### src/rtl/partoserial_pkg.sv
// Shared definitions for the parallel-to-serial transmit path:
// the default comma symbol and the bit-order selection helper.
package partoserial_pkg;

  localparam logic [7:0] COM_SYM = 8'hBC;

  // idx counts positions in transmit order, so idx=0 is always the first bit on the wire
  function automatic logic bit_sel(input logic [31:0] word, input int unsigned idx,
                                   input int unsigned width, input logic msb_first);
    int unsigned pos;
    pos = msb_first ? (width - 1 - idx) : idx;
    return word[pos[4:0]];
  endfunction

endpackage

### src/rtl/partoserial_gen_word_slot_counter.sv
// Bit-slot counter for one serial word; preset to the last slot on reset so
// the first cycle out of reset is a load cycle.
module word_slot_counter
  import partoserial_pkg::*;
#(
  parameter int WIDTH = 8
) (
  input  logic clk_8f,
  input  logic reset,
  output logic last_bit,
  output logic first_bit
);

  localparam int CW = (WIDTH > 1) ? $clog2(WIDTH) : 1;
  localparam logic [CW-1:0] LAST = CW'(WIDTH - 1);

  logic [CW-1:0] cnt;

  // Explicit compare-and-wrap keeps non-power-of-two widths legal
  always_ff @(posedge clk_8f) begin
    if (reset)
      cnt <= LAST;
    else if (cnt == LAST)
      cnt <= '0;
    else
      cnt <= cnt + 1'b1;
  end

  assign last_bit  = (cnt == LAST) && !reset;
  assign first_bit = (cnt == '0);

endmodule

### src/rtl/partoserial_gen.sv
// Parallel-to-serial converter: accepts WIDTH-bit words on valid/ready and
// streams them gap-free, filling empty word slots with IDLE_SYM.
module partoserial_gen
  import partoserial_pkg::*;
#(
  parameter int          WIDTH     = 8,
  parameter logic [31:0] IDLE_SYM  = 32'(COM_SYM),
  parameter bit          MSB_FIRST = 1'b1,
  parameter int          CNT_W     = 16
) (
  input  logic             clk_8f,
  input  logic             reset,
  input  logic [WIDTH-1:0] data_in,
  input  logic             valid_in,
  output logic             ready_out,
  output logic             out,
  output logic             word_start,
  output logic             idle_out,
  output logic [CNT_W-1:0] idle_cnt
);

  logic             last_bit;
  logic             first_bit;
  logic [WIDTH-1:0] load_word;
  logic [WIDTH-1:0] shift_reg;

  word_slot_counter #(.WIDTH(WIDTH)) u_slot (
    .clk_8f   (clk_8f),
    .reset    (reset),
    .last_bit (last_bit),
    .first_bit(first_bit)
  );

  assign ready_out = last_bit;
  assign load_word = valid_in ? data_in : IDLE_SYM[WIDTH-1:0];

  // The first bit leaves on the load edge itself; the shift register only holds the rest
  always_ff @(posedge clk_8f) begin
    if (reset) begin
      out        <= 1'b0;
      word_start <= 1'b0;
      idle_out   <= 1'b0;
      shift_reg  <= '0;
      idle_cnt   <= '0;
    end else if (last_bit) begin
      out        <= bit_sel(32'(load_word), 0, WIDTH, MSB_FIRST);
      shift_reg  <= MSB_FIRST ? (load_word << 1) : (load_word >> 1);
      word_start <= 1'b1;
      idle_out   <= !valid_in;
      if (!valid_in && (idle_cnt != '1))
        idle_cnt <= idle_cnt + 1'b1;
    end else begin
      out        <= bit_sel(32'(shift_reg), 0, WIDTH, MSB_FIRST);
      shift_reg  <= MSB_FIRST ? (shift_reg << 1) : (shift_reg >> 1);
      word_start <= 1'b0;
    end
  end

  always_ff @(posedge clk_8f) begin
    if (!reset) begin
      assert ((IDLE_SYM >> WIDTH) == 32'd0)
        else $error("partoserial_gen: IDLE_SYM does not fit in WIDTH bits");
      assert (word_start == first_bit)
        else $error("partoserial_gen: word_start out of step with slot counter");
    end
  end

endmodule

### config.mk
export PLATFORM = sky130hd
export DESIGN_NAME = partoserial_gen
export DESIGN_NICKNAME = d
export VERILOG_FILES = /design/src/rtl/partoserial_pkg.sv /design/src/rtl/partoserial_gen_word_slot_counter.sv /design/src/rtl/partoserial_gen.sv
export SDC_FILE = /design/constraint.sdc
export NUM_CORES = 1
export LEC_CHECK = 0
export CAP_MARGIN = 20
export CORE_MARGIN = 2
export CORE_UTILIZATION = 47
export DETAILED_ROUTE_END_ITERATION = 16
export HOLD_SLACK_MARGIN = 0.06
export PLACE_DENSITY_LB_ADDON = 0.2
export SLEW_MARGIN = 20
export SYNTH_ARGS = -nofsm -noshare
export SYNTH_HDL_FRONTEND = slang
export SYNTH_SLANG_ARGS = --single-unit
export TNS_END_PERCENT = 20
### constraint.sdc
create_clock -name clk_8f -period 2.4 [get_ports clk_8f]
set_clock_uncertainty 0.05 [all_clocks]
set_input_delay 0.48 -clock clk_8f [delete_from_list [all_inputs] [get_ports clk_8f]]
set_output_delay 0.48 -clock clk_8f [all_outputs]
set_load 0.01 [all_outputs]
==> impl_metrics.py <==
metrics = {
    "die": {
        "core_area_um2": 2477,
        "ios": 31,
        "initial_core_util_pct": 49.60,
        "die_area_um2": 3039,
        "die_y_um": 55.13,
        "placementRows": 18,
        "die_x_um": 55.13,
    },
    "pwr": {
        "powerDensity_nw_per_um2": 606.3,
        "sw_frac_of_total_pct": 27.08,
        "peakVddDrop_mv": 0.5920,
        "switchingPower_uw": 269.5,
        "p_leak_uw": 0.0005792,
        "p_seq_share_pct": 53.7,
        "p_clk_share_pct": 28.9,
        "p_int_uw": 725.8,
        "combPwrFrac_pct": 17.4,
    },
    "clocking": {
        "htree_levels": 2,
        "postCtsHoldBufs": 0,
        "cts_tree": "yes",
        "clock_latency_ns": 0.33,
        "cts_resized": 0,
        "cts_made_buffers": 5,
        "post-cts-setup-buffers": 0,
        "cts.clk_slew.worst_paths_ns": 0.10,
        "cts.sink_count": 29,
        "cts.path.max_buffers": 2,
        "cts_root_buf": "clkbuf_4",
    },
    "logic_synthesis": {
        "yosysUniqueCellTypes": 29,
        "synth_nets": 148,
        "synthesis.area_um2": 1229,
        "synth-edff-count": 0,
        "postSynth.asyncResetShare_pct": 0,
        "syn_inst": 134,
        "ys_seq_area_share_pct": 47.25,
        "syn_area_per_cell_um2": 9.169,
        "synth_flop_cell": "dfxtp_1",
        "yosys_warnings": 0,
        "synth_seq_cells": 29,
    },
    "min_path": {
        "min_path_type": "flip-flop to flip-flop",
    },
    "timing": {
        "slew_headroom_pct": 59.17,
        "hold_ws_ns": 0.4083,
        "worstMarginPinSlew_ns": 0.6077,
        "setup_tns_ns": 0,
        "fmax_ghz": 0.5151,
        "rsz0062_at_grt": "no",
        "final_hold_viol_count": 0,
        "setup_ws_ns": 0.4588,
        "fin_crit_sh_pct": 80.88,
        "period_minus_slack_ns": 1.941,
        "final_max_slew_viol_count": 0,
        "final-setup-viol-count": 0,
    },
    "route": {
        "wl_per_cell_um": 12.88,
        "drc": 0,
        "detailedRoute.firstIterationViolations": 22,
        "wirelength_um": 2601,
        "vias_per_cell": 5.748,
        "postRouteAntennaNets": 0,
        "vias": 1161,
        "drtPass1Iterations": 4,
    },
    "global_route": {
        "grt_start_max_net_pins": 28,
        "use_met1_pct": 24.67,
        "grt_pass1_vias": 937,
        "grt_usage_pct": 18.77,
        "use_met2_pct": 27.58,
        "overflow": 0,
        "antenna_found_initial": 0,
        "grt_pass1_wl_um": 4022,
        "grt-busiest-layer": "met2",
        "met3_usage_pct": 6.452,
    },
    "cells_and_area": {
        "syn2layout_area_growth_pct": 33.60,
        "stdcell_area_um2": 1642,
        "largest_reg_flops": 16,
        "drive_gt1_share_pct": 11.63,
        "antennaDiodeCount": 0,
        "instances_no_fill": 202,
        "fillers": 218,
        "fin_nets": 185,
    },
    "placed_design": {
        "numPortBuffers": 30,
        "gp_congestion": 0.7437,
        "place_area_um2": 1582,
        "pre_cts_slack_ns": 0.1065,
        "place_inst": 194,
        "dpl.hpwl_um": 1897,
    },
    "run": {
        "drv_cap": 0,
    },
    "critical_path": {
        "critical_path_arrival_ns": 2.16,
        "worstPathRequired_ns": 2.62,
        "crit_type": "flip-flop to flip-flop",
        "worst-path-max-fanout": 6,
        "end_kind": "flip-flop",
        "worstSetupStartpointType": "flip-flop",
    },
    "run_status": {
        "run_status": "finished, final reports clean",
    },
}
[cells by family (layout without fill, tap and decap cells)]
kind of cell             Yosys count  count (layout)  share of synthesized area [%]
flip-flops                        29              29                          47.25
XOR/XNOR                           1               1                         0.7130
buffers and inverters              6              44                          1.833
AND/OR/NAND/NOR                   56              56                          27.39
AO/OA/AOI/OAI                     38              38                          18.84
adder cells (fa/ha/maj)            3               3                          3.055
multiplexers                       1               1                         0.9164
[power by group through the flow]
stage | clock [µW] | sequential (µW) | combinational, µW
2_1_floorplan | 0 | 549 | 94.6
3_3_place_gp | 0 | 544 | 169
3_5_place_dp | 0 | 545 | 174
6_report | 288 | 534 | 173
4_1_cts | 296 | 535 | 174
5_1_grt | 319 | 538 | 194
[per-stage QoR]
step           power, µW  util, %
3_3_place_gp       712.7    63.84
5_1_grt             1051    66.26
2_1_floorplan      643.4        -
3_5_place_dp       719.4    63.84
6_report           995.3    66.26
4_1_cts             1005    66.06
[routing by layer]
metal  vias up  wire (µm)
met5         -          0
met4         0         51
met3         7        123
met2        29       1203
met1       536       1224
li1        589          -
[layout make-up]
cell class | count | area [µm²] | area share, %
clock inverter | 3 | 17.52 | 1.067
sequential | 29 | 580.6 | 35.37
timing repair buffer | 34 | 332.8 | 20.27
clock buffer | 5 | 37.54 | 2.287
tap | 30 | 37.54 | 2.287
inverter | 2 | 7.507 | 0.4573
multi-input combinational | 99 | 628.1 | 38.26
[synthesized netlist by cell type, types with 2 or more instances]
master	count	share of area [%]
a21oi_1	14	5.7
a311oi_1	2	1.4
and3_1	3	1.5
and4_1	2	1.4
clkbuf_1	4	1.2
dfxtp_1	29	47
ha_1	3	3.1
inv_1	2	0.61
nand2_1	6	1.8
nand2b_1	3	1.5
nand3_1	8	3.3
nand4_1	5	2.5
nor2_1	9	2.7
nor2b_1	3	1.5
o21ai_0	9	3.7
o22ai_1	4	2.0
o311ai_0	2	1.4
o31ai_1	4	2.4
o41ai_1	2	1.4
or2_2	3	1.5
or3_1	6	3.1
or4_1	4	2.4
[final timing paths]
kind | from | to | slack, ns | depth (start not counted)
setup / recovery | u_slot.cnt[0] | idle_cnt[13] | 0.46 | 6
setup reg to reg | u_slot.cnt[0] | idle_cnt[13] | 0.46 | 6
hold reg to reg | shift_reg[6] | shift_reg[7] | 0.41 | 2
hold / removal | shift_reg[6] | shift_reg[7] | 0.41 | 2
[critical path, stage by stage, from the launching register on]
cell and delay, ns:
dfxtp_1 0.35, ha_1 0.15, ha_1 0.19, nor3b_4 0.28
nand4_2 0.19, or4_1 0.51, a21oi_1 0.16
[cell usage in the layout, fill, tap and decap left out]
cell type	Yosys	routed
a21oi_1	14	14
a311oi_1	2	2
and3_1	3	3
and4_1	2	2
buf_4	0	4
clkbuf_4	0	5
clkdlybuf4s50_1	0	29
clkinv_2	0	2
clkinvlp_4	0	1
dfxtp_1	29	29
dlymetal6s2s_1	0	1
ha_1	3	3
inv_1	2	2
mux2_2	1	1
nand2_1	6	6
nand2b_1	3	3
nand3_1	8	8
nand4_1	5	5
nand4_2	1	1
nor2_1	9	9
nor2b_1	3	2
nor2b_2	0	1
nor3_1	1	1
nor3b_4	1	1
nor4_2	1	1
o21ai_0	9	9
o22ai_1	4	4
o311ai_0	2	2
o311ai_1	1	1
o31ai_1	4	4
o41ai_1	2	2
or2_2	3	3
or3_1	6	6
or4_1	4	4
xor2_1	1	1
No activity file was read; power rests on OpenSTA's default activity.
